## config.mk

```make
export PLATFORM = sky130hd
export DESIGN_NAME = serial_frame_rx
export DESIGN_NICKNAME = d
export VERILOG_FILES = /design/src/rtl/serial_pkg.sv /design/src/rtl/sipo_en.sv /design/src/rtl/serial_frame_rx.sv
export SDC_FILE = /design/constraint.sdc
export NUM_CORES = 1
export LEC_CHECK = 0
export CAP_MARGIN = 10
export CORE_AREA = 2 2 54 56
export CTS_CLUSTER_SIZE = 40
export DETAILED_ROUTE_END_ITERATION = 8
export DIE_AREA = 0 0 56 58
export PLACE_DENSITY = 0.7
export SYNTH_ARGS = -nofsm -noshare
export SYNTH_HDL_FRONTEND = slang
export SYNTH_SLANG_ARGS = --single-unit
```

## constraint.sdc

```tcl
create_clock -name in_clk -period 2.05 [get_ports in_clk]
set_input_delay 0.615 -clock in_clk [delete_from_list [all_inputs] [get_ports in_clk]]
set_output_delay 0.615 -clock in_clk [all_outputs]
set_load 0.05 [all_outputs]
```

## src/rtl/serial_pkg.sv

```systemverilog
// Shared definitions for the serial frame receiver: FSM encoding and parity helper.
package serial_pkg;

    typedef enum logic [1:0] {
        IDLE   = 2'd0,
        DATA   = 2'd1,
        PARITY = 2'd2,
        STOP   = 2'd3
    } state_t;

    // Expected parity bit for a word (zero-extended to 32 bits; extra zeros do not affect XOR).
    // Even parity: data ^ parity == 0, so the expected bit is ^data; odd inverts it.
    function automatic logic parity_bit(input logic [31:0] data, input logic odd);
        return (^data) ^ odd;
    endfunction

endpackage

```

## src/rtl/sipo_en.sv

```systemverilog
// Serial-in/parallel-out register, LSB-first: new bits enter at the MSB and shift right,
// so after W enabled shifts bit 0 holds the first bit received.
module sipo_en #(
    parameter int W = 8
) (
    input  logic         clk,
    input  logic         rst,
    input  logic         en,
    input  logic         sd,
    output logic [W-1:0] q
);

    generate
        if (W == 1) begin : g_one
            // Single-bit register just captures the line when enabled
            always_ff @(posedge clk or posedge rst) begin
                if (rst)     q <= '0;
                else if (en) q <= sd;
            end
        end else begin : g_multi
            // Shift right, inserting the new bit at the MSB
            always_ff @(posedge clk or posedge rst) begin
                if (rst)     q <= '0;
                else if (en) q <= {sd, q[W-1:1]};
            end
        end
    endgenerate

endmodule

```

## src/rtl/serial_frame_rx.sv

```systemverilog
// Serial frame receiver: start bit, DATA_W data bits LSB-first, optional parity, stop bit.
// Delivers words through a single-entry valid/ready slot with parity, frame and overrun status.
module serial_frame_rx
    import serial_pkg::*;
#(
    parameter int DATA_W     = 8,
    parameter bit PARITY_EN  = 1'b1,
    parameter bit PARITY_ODD = 1'b0
) (
    input  logic              in_clk,
    input  logic              in_rst,
    input  logic              in_sd,
    input  logic              in_ready,
    output logic [DATA_W-1:0] o_data,
    output logic              o_valid,
    output logic              o_perr,
    output logic              o_frm_err,
    output logic              o_overrun,
    output logic              o_busy
);

    localparam int              CNT_W = $clog2(DATA_W + 1);
    localparam logic [CNT_W-1:0] LAST = CNT_W'(DATA_W - 1);

    state_t             state;
    logic [CNT_W-1:0]   cnt;
    logic               armed;
    logic               perr_q;
    logic [DATA_W-1:0]  shreg;
    logic               shift_en;

    assign shift_en = (state == DATA);

    sipo_en #(.W(DATA_W)) u_sipo (
        .clk (in_clk),
        .rst (in_rst),
        .en  (shift_en),
        .sd  (in_sd),
        .q   (shreg)
    );

    // Frame FSM, bit counter, arming and the output slot with its status pulses.
    // The line idles high, but the upstream chain resets to 0, so a start bit is
    // only trusted after the line has been seen high at least once (armed).
    always_ff @(posedge in_clk or posedge in_rst) begin
        if (in_rst) begin
            state     <= IDLE;
            cnt       <= '0;
            armed     <= 1'b0;
            perr_q    <= 1'b0;
            o_data    <= '0;
            o_valid   <= 1'b0;
            o_perr    <= 1'b0;
            o_frm_err <= 1'b0;
            o_overrun <= 1'b0;
            o_busy    <= 1'b0;
        end else begin
            o_frm_err <= 1'b0;
            o_overrun <= 1'b0;
            if (o_valid && in_ready) o_valid <= 1'b0;

            case (state)
                IDLE: begin
                    if (in_sd) armed <= 1'b1;
                    if (armed && !in_sd) begin
                        state  <= DATA;
                        cnt    <= '0;
                        o_busy <= 1'b1;
                    end
                end
                DATA: begin
                    cnt <= cnt + 1'b1;
                    if (cnt == LAST) state <= PARITY_EN ? PARITY : STOP;
                end
                PARITY: begin
                    // Full word is in the shift register once we get here
                    perr_q <= in_sd ^ parity_bit(32'(shreg), PARITY_ODD);
                    state  <= STOP;
                end
                STOP: begin
                    state  <= IDLE;
                    o_busy <= 1'b0;
                    if (in_sd) begin
                        // Slot is free, or being emptied this same cycle: take the new word
                        if (!o_valid || in_ready) begin
                            o_valid <= 1'b1;
                            o_data  <= shreg;
                            o_perr  <= PARITY_EN & perr_q;
                        end else begin
                            o_overrun <= 1'b1;
                        end
                    end else begin
                        o_frm_err <= 1'b1;
                        armed     <= 1'b0;
                    end
                end
                default: state <= IDLE;
            endcase
        end
    end

endmodule

```

==> out/results.txt, run 1 <==
The die covers 3250 µm². The via count of the first global-routing pass was 857. The cell at the root of the clock tree was clkbuf_4. The number of remaining DRC errors is 0. In this run the count of I/O pins placed on the die edge is 17. The tools report the kind of end point of the critical path as a register. The post-route clock period utilization works out to 83.7%. At the worst endpoint, the arrival time is 1.93 ns. The maximum number of pins on one net before global-route repair was 30. The worst setup path is launched from an input pin. The average wire per cell in the routed design was 13.2 µm; the register bit count reported by yosys was 29. The required time of the critical path came out at 2.26 ns.

In the final design database the tool counted 141 nets. The final clock skew was 0.00901 ns; the proportion of netlist area held by the largest area contributor was 54.3%. The largest single stage delay on the critical path is 0.52 ns. The critical-path maximum fanout works out to 3. The mapped netlist covers 1340 µm². Setup violations remaining at the end of the flow were counted as 0.

The min-delay analysis places its worst path in the category register to register. The critical path startpoint is in_sd. The maximum number of buffers from clock root to sink is 2. For the post-synthesis cell count, the log shows 109. The first TritonRoute pass finished after 3 iterations. For this run, the total global-route usage over all layers was measured as 16.0%. For this block, the initial DRC count from the detailed router was 19. The library cells used most frequently in the layout, excluding fill and tap cells, are dfrtp_1 (29), buf_4 (18), mux2_2 (17). For the initial cell density of the core, the log shows 50.2%. The most used flip-flop cell after synthesis is dfrtp_1.

During placement, the flow inserted port buffers numbering 16. Leaving out fill and tap cells, the most frequent cell in the layout is dfrtp_1. The run gives 0 as the number of setup buffers added after CTS.

Detailed placement ended at an HPWL of 1.56 mm. The tools report the startpoint of the tightest hold check path as o_data[5]. The tools report the number of antenna violations at the first check in global routing as 0.

Yosys mapped the design onto 25 distinct sky130hd cell types. The total overflow left after global routing is 0. The worst register-to-register path has a setup slack of 0.50 ns.

After synthesis, the mean cell area works out to 12.3 µm². Derived from the worst setup path, the maximum achievable clock frequency is 583 MHz. The cell row count is 19. For the count of clock tree sinks, the log shows 29. The max-cap violation count is 0, and the number of nets produced by synthesis is 118. The portion of the post-synthesis area used by sequential elements is 54.3%, and the depth of the worst register-to-register path is 4. The remaining number of nets flagged by the antenna check after routing was 0. At the end of routability-driven placement, the weighted congestion stood at 0.702. The worst register-to-register path begins at u_sipo.q[5].

The run finished with clean final reports. In the routed layout, each cell is associated on average with a via count of 5.17. The routed layout has 848 vias. The width of the die was 56 µm; the post-detailed-routing wire length was 2.16 mm. The signal on the critical path passes through clkdlybuf4s50_1, xnor2_1, xnor3_1, xnor2_1, mux2_4.

The share of cells above drive strength 1 came out at 33.8%. In this run the number of H-tree levels came out at 2. TritonCTS built the clock tree. In the synthesized netlist the async set-or-reset flop fraction comes to 100%. In this run the cell area measured after placement is 1520 µm².

In this run, synthesis inferred 0 flip-flops with an integrated enable. The first global-routing pass estimated 3.80 mm of wire. The critical path in this run is classified as input pin to register. The logs give 0 for the count of endpoints failing hold in the final timing report and 68.1% for the worst relative slew slack.

The reg-to-reg critical path endpoint is perr_q. The number of gates resized after CTS was 0. Among all stages on the critical path, the largest delay is contributed by clkdlybuf4s50_1. The area growth from synthesis to layout is 18.8%. The finished cells cover 1590 µm². By area the synthesized netlist is led by dfrtp_1 (54%), mux2_2 (14%), ha_1 (4.7%).

After clock tree synthesis, the clock-pin slew on the worst setup and hold paths is 0.09 ns. The tools report the worst setup path endpoint as perr_q. For the final number of max-transition violations, the log shows 0. Most prevalent standard cell on the critical path: xnor2_1.

Yosys printed 0 warnings. The number of antenna diodes in the final layout is 0. The number of clock buffers added by TritonCTS is 5. After layout, the minimum clock period comes to 1.72 ns.

At the pin with the least slew margin, the transition time is 0.474 ns. For the area of the core, the log shows 2660 µm². The logs give 0 for the number of hold-repair buffers added at the cts stage and 0.33 ns for the insertion delay to the later sink of the worst-skew pair.

Summed over all instances, the cell type with the most area after synthesis is dfrtp_1. Setup repair after global routing left no endpoint under its margin. Die height: 58 µm.
Yosys cell counts, types with 2 or more instances:
cell type / n
dfrtp_1: 29
mux2_2: 17
nand2_1: 7
inv_1: 6
a21oi_1: 5
ha_1: 5
nor2_1: 5
o21ai_0: 5
xnor2_1: 5
buf_2: 3
mux2i_1: 3
a22o_1: 2
clkbuf_1: 2
nand2b_1: 2
nand3_1: 2
nor2b_1: 2
routing by layer:
metal	vias up	share of wire [%]	GRT usage, %
met1	402	48	20.0
met5	-	0	0
met4	0	3.1	11.2
met3	8	4.8	5.13
li1	419	-	-
met2	19	44	23.5
per-stage QoR:
step | setup TNS (ns) | std cells | setup WS (ns) | hold WS, ns | util [%]
global placement | 0 | 156 | 0.0204 | 0.492 | 57.0
CTS | 0 | 164 | 0.337 | 0.518 | 59.7
floorplan | 0 | 109 | 0.423 | 0.476 | -
finish | 0 | 164 | 0.335 | 0.512 | 59.7
detailed placement | -0.00444 | 156 | -0.00444 | 0.496 | 57.0
global route | 0 | 164 | 0.244 | 0.541 | 59.7
area by class of cell:
cell class,count,area [µm²]
flip-flops and latches,29,726
repair buffers,21,165
fillers,223,1070
clock buffers,7,65.1
inverters,6,22.5
well taps,31,38.8
multi-input cells,69,567
clock inverters,1,5.00
worst max-delay path, delay by kind of cell:
family / cells / cell delay [ns]
buffers and inverters: 1 / 0.52
multiplexers: 1 / 0.25
XOR/XNOR: 3 / 0.54
registers in the layout (all words and copies together), names as in the netlist:
signal	cells
o_valid	1
u_sipo.q	8
state	2
o_data	8
o_perr	1
perr_q	1
armed	1
cnt	4
o_busy	1
o_frm_err	1
o_overrun	1
worst min path at each step:
stage | end | depth (start not counted)
after detailed placement | o_data[5] | 1
after global routing | o_data[7] | 1
final | o_data[5] | 1
after floorplan | perr_q | 1
after global placement | o_perr | 1
after CTS | o_data[5] | 1
cell families (layout without fill, tap and decap cells):
| logic type | after synthesis | count (layout) | synth area share (%) |
|---|---|---|---|
| simple gates | 20 | 20 | 6.83 |
| buf+inv | 11 | 35 | 3.37 |
| compound gates | 16 | 16 | 7.58 |
| mux | 21 | 21 | 17.7 |
| flops | 29 | 29 | 54.3 |
| fa+ha+maj | 5 | 5 | 4.68 |
| xor+xnor | 7 | 7 | 5.61 |
Power of run 1 is not shown: default switching activity piles up to over one toggle a cycle in this logic, so the estimate is an artifact.
==> inputs of run 2 (changes only) <==
--- a/config.mk
+++ b/config.mk
@@ -6,11 +6,11 @@
 export NUM_CORES = 1
 export LEC_CHECK = 0
 export CAP_MARGIN = 10
-export CORE_AREA = 2 2 54 56
+export CORE_AREA = 2 2 56 58
 export CTS_CLUSTER_SIZE = 40
 export DETAILED_ROUTE_END_ITERATION = 8
-export DIE_AREA = 0 0 56 58
-export PLACE_DENSITY = 0.7
+export DIE_AREA = 0 0 58 60
+export PLACE_DENSITY = 0.68
 export SYNTH_ARGS = -nofsm -noshare
 export SYNTH_HDL_FRONTEND = slang
 export SYNTH_SLANG_ARGS = --single-unit
==> constraint.sdc (replaced) <==
create_clock -name in_clk -period 1.4 [get_ports in_clk]
set_input_delay 0.42 -clock in_clk [delete_from_list [all_inputs] [get_ports in_clk]]
set_output_delay 0.42 -clock in_clk [all_outputs]
set_load 0.05 [all_outputs]
==> out/results.txt, run 2 (synthesis gave the netlist of run 1 again) <==
The post-route clock period utilization is 106%. Total CTS buffers: 5 (unchanged). The required time of the critical path came out at 1.61 ns (was 2.26 ns). The tools report the post-place instance area as 1770 µm² (was 1520 µm²). The worst relative slew slack is 77.8% (was 68.1%). The count of clock tree sinks is 29 (unchanged), and the die outline area is 3480 µm² (was 3250 µm²). Setup repair after global routing could not meet its margin everywhere.

The number of buffers added on ports is 16 (unchanged), and the depth of the worst register-to-register path is 4 (unchanged). TritonCTS built the clock tree. The worst min-delay path category is input pin to async pin (was register to register). The run gives 18.0% (was 16.0%) as the overall track demand over capacity in global routing. For the routed via count, the log shows 948 (was 848).

The die height is 60 µm (was 58 µm). The run gives 0 (unchanged) as the final number of max-transition violations. Reg-to-reg critical path endpoint: perr_q (unchanged).

For the cell row count, the log shows 20 (was 19). The average wire per cell in the routed design is 15.5 µm (was 13.2 µm). The area of the core is 2900 µm² (was 2660 µm²). The logs give 10 (was 0) for the total of endpoints with negative setup slack in the final report and 153 (was 141) for the count of nets after finishing. Kind of end point of the critical path: a register (unchanged). The synthesis-to-finish area growth came out at 47.8% (was 18.8%).

The tools report the number of standard cells in the layout, taps in and fillers out as 178 (was 164). The via density per instance works out to 5.33 (was 5.17). The final reports fail on negative setup slack. Length of the first detailed-routing pass in iterations: 4 (was 3).

The logs give 46.1% (was 50.2%) for the initial cell density of the core and -0.08 ns (was 0.50 ns) for the slack of the worst reg-to-reg path. Biggest registers after layout: o_data (8), u_sipo.q (8), cnt (4) (unchanged). The tools report the final non-filler cell area as 1980 µm² (was 1590 µm²). Accumulated negative setup slack: -0.773 ns (was 0 ns). The share of cells above drive strength 1 is 48.3% (was 33.8%), and the top-level I/O count is 17 (unchanged).

The logs give 0.00193 ns (was 0.00901 ns) for the final clock skew and 1.80 mm (was 1.56 mm) for the HPWL after detailed placement. The tools report the startpoint kind of the worst setup timing path as an input pin (unchanged). Leftover overflow at the end of global routing: 0 (unchanged). The logs give 4.40 mm (was 3.80 mm) for the global-route wire length before repair and 68.1% (was 59.7%) for the utilization after layout.

The worst-case IR drop observed on VDD is 0.00210 V. Number of remaining DRC errors: 0 (unchanged). The run finished, with violations left.

Commonest cells after routing, fill and taps aside: dfrtp_1 (27), mux2_2 (17), buf_12 (14) (was dfrtp_1 (29), buf_4 (18), mux2_2 (17)). The logs give 30 (unchanged) for the maximum number of pins on one net before global-route repair and 2 (unchanged) for the H-tree depth. The run gives 0.32 ns (was 0.33 ns) as the insertion delay to the later sink of the worst-skew pair. The most common library cell in the layout ignoring fill and taps was dfrtp_1 (unchanged).

The tools report the remaining number of nets flagged by the antenna check after routing as 0 (unchanged). The last weighted congestion value of the routability-driven placer was 0.768 (was 0.702). The width of the die works out to 58 µm (was 56 µm). The transition time of the tightest slew-check pin was 0.332 ns (was 0.474 ns); the maximum number of buffers from clock root to sink was 2 (unchanged).

Post-detailed-routing wire length: 2.76 mm (was 2.16 mm). The clock-pin slew on the worst setup and hold paths is 0.09 ns (about the same), and the maximum clock frequency is 672 MHz. The number of antenna violations at the first check in global routing is 0 (unchanged), and the pre-CTS setup slack is -0.528 ns (was -0.00444 ns). The arrival time of data at the critical path endpoint was 1.70 ns (was 1.93 ns); the number of placed cells counting well taps was 166 (was 156).

For the least setup slack across all paths after layout, the log shows -0.0889 ns (was 0.335 ns). The run gives 951 (was 857) as the via count of the first global-routing pass. Cell at the root of the clock tree: clkbuf_4 (unchanged). For the number of hold-repair buffers added at the cts stage, the log shows 0 (unchanged). Type of the setup path with the least slack: input pin to register (unchanged). Summed over all cells, the static leakage comes to 0.896 nW. Startpoint of the most critical register-to-register path: u_sipo.q[4] (was u_sipo.q[5]).

The time the final worst path needs with I/O delays and setup is 1.49 ns. The critical-path maximum fanout is 4 (was 3), and the count of inserted antenna diode cells is 0 (unchanged). The count of endpoints failing hold in the final timing report was 0 (unchanged). The tools report the max-cap violation count as 0 (unchanged). The detailed router's first-iteration violation count was 18 (was 19); the ratio of total power to cell area was 2880 nW/µm².
==> run 2: cell count changes in the layout (fill, tap and decap cells not counted), moves of 2 or more <==
cell | previous run | this run
buf_12 | 0 | 14
buf_4 | 18 | 12
buf_6 | 0 | 2
dfrtp_1 | 29 | 27
dfrtp_2 | 0 | 2
ha_1 | 5 | 2
ha_4 | 0 | 3
mux2i_1 | 3 | 1
xnor2_1 | 5 | 3
xnor2_2 | 0 | 2
==> run 2: timing repair <==
action / in CTS / in global routing
gates cloned: 1 / 1
endpoints found under the setup margin: 17 / 25
gates resized for setup: 18 / 6
buffers inserted: 1 / 1
pin swaps: 1 / 0
==> run 2: critical path: stages <==
cell           delay [ns]
dlygate4sd2_1        0.30
xnor2_2              0.17
xnor3_1              0.41
xnor2_1              0.14
mux2_4               0.26
==> run 2: final cells by class <==
class | count | area, µm²
clock inverters | 1 | 5.00
multi-input cells | 69 | 653
well taps | 33 | 41.3
fillers | 203 | 926
repair buffers | 33 | 462
flip-flops and latches | 29 | 728
inverters | 6 | 22.5
clock buffers | 7 | 65.1
==> run 2: worst max path at each step <==
stage / startpoint / to / slack, ns / depth (start not counted)
2_1_floorplan: u_sipo.q[2] / perr_q / -0.03 / 4
3_3_place_gp: in_sd / state[1] / -0.48 / 6
3_5_place_dp: in_sd / cnt[1] / -0.53 / 5
4_1_cts: u_sipo.q[4] / perr_q / -0.08 / 4
5_1_grt: u_sipo.q[4] / perr_q / -0.12 / 4
6_report: in_sd / perr_q / -0.09 / 5
==> run 2: layer usage <==
metal | global-route usage, % | up-vias | wire length, µm
met5 | 0 | - | 0
met4 | 8.31 | 0 | 104
met3 | 6.49 | 14 | 128
met2 | 30.7 | 25 | 1410
met1 | 20.3 | 465 | 1120
li1 | - | 444 | -
==> run 2: power breakdown <==
group	internal [mW]	switching, mW
Clock	0.291	0.279
Sequential	1.24	0.415
Combinational	1.96	1.50
Total	3.50	2.20
==> run 2: through the flow <==
stage          power (mW)  hold WS (ns)
2_1_floorplan        3.46         0.476
3_3_place_gp         4.61         0.506
3_5_place_dp         4.74         0.515
4_1_cts              5.55         0.424
5_1_grt              6.03         0.434
6_report             5.69         0.428
Note: power is estimated with default switching activity, not from simulation.
==> RTL edit, RTL diff (config.mk and constraints of run 2) <==
The parameter `DATA_W` goes from 8 to 4.
--- a/src/rtl/serial_frame_rx.sv
+++ b/src/rtl/serial_frame_rx.sv
@@ -5,3 +5,3 @@
 #(
-    parameter int DATA_W     = 8,
+    parameter int DATA_W     = 4,
     parameter bit PARITY_EN  = 1'b1,
Interface: changed (resized o_data); port bits go from 17 to 13. The function was not compared with the original's and may differ.
==> RTL edit against run 2 <==
Count of clock-buffer cells in the layout fell by 3. Total power down 37%. Synthesized area decreased by 30%. First-iteration DRC count is 83% lower. Clock skew is essentially flat. Design area down 32%. Routed wire length decreased by 44%. Sequential cell count down 9. Setup slack better by 0.10 ns.
==> RTL edit: results (changes against run 2) <==
set qor(port_buffers) 12 ;# was 16
set qor(grt_max_degree) 21 ;# was 30
set qor(final_stage_net_count) 106 ;# was 153
set qor(layout-drive-gt1-share_pct) 49.5 ;# was 48.3%
set qor(worst_clock_skew_ns) 0.00211 ;# was 0.00193 ns
set qor(cts-htree-levels) 1 ;# was 2
set qor(place_congestion) 0.754 ;# was 0.768
set qor(grt_pass1_vias) 654 ;# was 951
set qor(viasPerCell) 4.63 ;# was 5.33
set qor(track_usage_pct) 10.7 ;# was 18.0%
set qor(antenna_found_initial) 0 ;# unchanged
set qor(cts.root.buffer_cell) {clkbuf_4} ;# unchanged
set qor(cpLargestDelayFamily) {flip-flops} ;# was XOR/XNOR gates
set qor(synth_sequential_area_ratio_pct) 53.6 ;# was 54.3%
set qor(drt_pre_antenna_iters) 2 ;# was 4
set qor(postSynth.asyncResetShare_pct) 100 ;# unchanged
set qor(timing.critical_path.fanout_max) 4 ;# unchanged
set qor(synthesis.yosys.warnings) 0 ;# unchanged
set qor(synth_nets) 82 ;# was 118
set qor(ctsHoldBuffers) 0 ;# unchanged
set qor(timing.critical_path.slowest_stage_cell) {dfrtp_1} ;# was xnor3_1
set qor(largest_registers) {o_data x4, u_sipo.q x4, cnt x3} ;# was o_data x8, u_sipo.q x8, cnt x4
set qor(slowest_delay_ns) 0.44 ;# was 0.41 ns
set qor(r2r_slack_ns) 0.02 ;# was -0.08 ns
set qor(worst_hold_path_type) {in2async} ;# unchanged
set qor(syn-instance-count) 72 ;# was 109
set qor(worst-r2r-cell-count) 5 ;# was 4
set qor(detail_route.iter0.violations) 3 ;# was 18
set qor(place_hpwl_microns) 1170 ;# was 1800 microns
set qor(via_count) 592 ;# was 948
set qor(clk_path_buf_depth) 2 ;# unchanged
set qor(synth_cell_types) 25 ;# unchanged
set qor(ir_worst_vdd_mv) 1.18 ;# was 2.10 mV
set qor(outcome) {finished clean} ;# was finished, violations left
set qor(clk-insertion-delay-late_ns) 0.29 ;# was 0.32 ns
set qor(synth.top_cells.by_area) {dfrtp_1, mux2_2, ha_1} ;# unchanged
set qor(worst_reg2reg_endpoint) {state[1]} ;# was perr_q
set qor(num_antenna_cells) 0 ;# unchanged
set qor(launch_instance_of_the_worst_register_to_register_path) {state[1]} ;# was u_sipo.q[4]
set qor(commonest_cells_in_the_synthesized_netlist) {dfrtp_1, mux2_2, inv_1, ha_1, nor2_1} ;# was dfrtp_1, mux2_2, nand2_1, inv_1
set qor(grt_first_pass_wirelength_microns) 2800 ;# was 4400 microns
set qor(arrival_ns) 1.58 ;# was 1.70 ns
set qor(leakage_nw) 0.618 ;# was 0.896 nW
set qor(tightestPinTransition_ns) 0.257 ;# was 0.332 ns
set qor(post-place-cells) 121 ;# was 166
set qor(drt-total-wl_microns) 1540 ;# was 2760 microns
set qor(intPower_mw) 2.21 ;# was 3.50 mW
set qor(clk_pin_slew_worst_paths_ns) 0.11 ;# was 0.09 ns
set qor(cts-buffers-inserted) 3 ;# was 5
-- RTL edit: cell types whose count changed after synthesis, moves of 2 or more --
cell	before	now
a21oi_1	5	2
buf_2	3	1
clkbuf_1	2	0
dfrtp_1	29	20
mux2_2	17	9
mux2i_1	3	1
nand2_1	7	2
nand3_1	2	0
o21ai_0	5	1
o22ai_1	0	2
xnor2_1	5	1
-- RTL edit: final cells by class --
type | instances | area (sq um)
well taps | 33 | 41.3
flip-flops and latches | 20 | 500
clock buffers | 4 | 36.3
repair buffers | 20 | 269
inverters | 7 | 26.3
fillers | 274 | 1570
multi-input cells | 44 | 464
-- RTL edit: worst max path at each step --
stage	startpoint	endpoint	slack, ns	cells after the start
final	state[1]	state[1]	0.02	5
after global routing	state[1]	o_data[2]	-0.06	4
after CTS	state[0]	state[1]	0.002	4
after detailed placement	in_sd	o_perr	-0.38	4
after global placement	in_sd	o_data[1]	-0.33	4
after floorplan	o_valid	o_data[0]	0.01	3
-- RTL edit: kinds of logic after synthesis --
kind of cell / Yosys count / share of synthesized area [%]
DFF: 20 / 53.6
and+or+nand+nor: 13 / 7.77
muxes: 12 / 14.7
AOI/OAI and AO/OA: 10 / 7.37
buffers and inverters: 8 / 3.35
adders and majority gates: 6 / 8.04
xor gates and xnor gates: 3 / 5.09
-- RTL edit: power by group through the flow --
stage	clock, mW	combinational (mW)	sequential, mW
final	0.328	2.15	1.11
after global placement	0	1.92	1.10
after detailed placement	0	1.97	1.12
after global routing	0.382	2.31	1.15
after CTS	0.350	2.00	1.10
after floorplan	0	0.954	1.38
-- RTL edit: worst reg2reg max path, cell delays in order, from the launching register on --
cell	delay (ns)
dfrtp_1	0.44
inv_2	0.08
ha_2	0.18
nor2b_4	0.12
a21oi_2	0.15
mux2_4	0.31
-- RTL edit: layer usage --
metal,track usage (%),share of wire (%),vias up
met5,0,0,-
met1,12.5,43,293
li1,-,-,289
met4,5.98,0.58,0
met2,18.7,53,8
met3,1.52,3.2,2
-- RTL edit: timing repair --
action / CTS / global route
resized for setup: 4 / 9
endpoints found under the hold margin: 0 / 0
buffers inserted: 1 / 2
setup endpoints to repair: 6 / 11
gates cloned: 0 / 0
-- RTL edit: through the flow --
step | utilization (%) | total power [mW] | area, sq um | hold slack, ns | worst slack (ns)
2_1_floorplan | - | 2.34 | 953 | 0.384 | 0.0129
3_3_place_gp | 42.4 | 3.02 | 1230 | 0.466 | -0.332
3_5_place_dp | 42.4 | 3.08 | 1230 | 0.489 | -0.376
4_1_cts | 44.3 | 3.46 | 1290 | 0.432 | 0.00155
5_1_grt | 46.1 | 3.84 | 1340 | 0.478 | -0.0552
6_report | 46.1 | 3.59 | 1340 | 0.435 | 0.0155
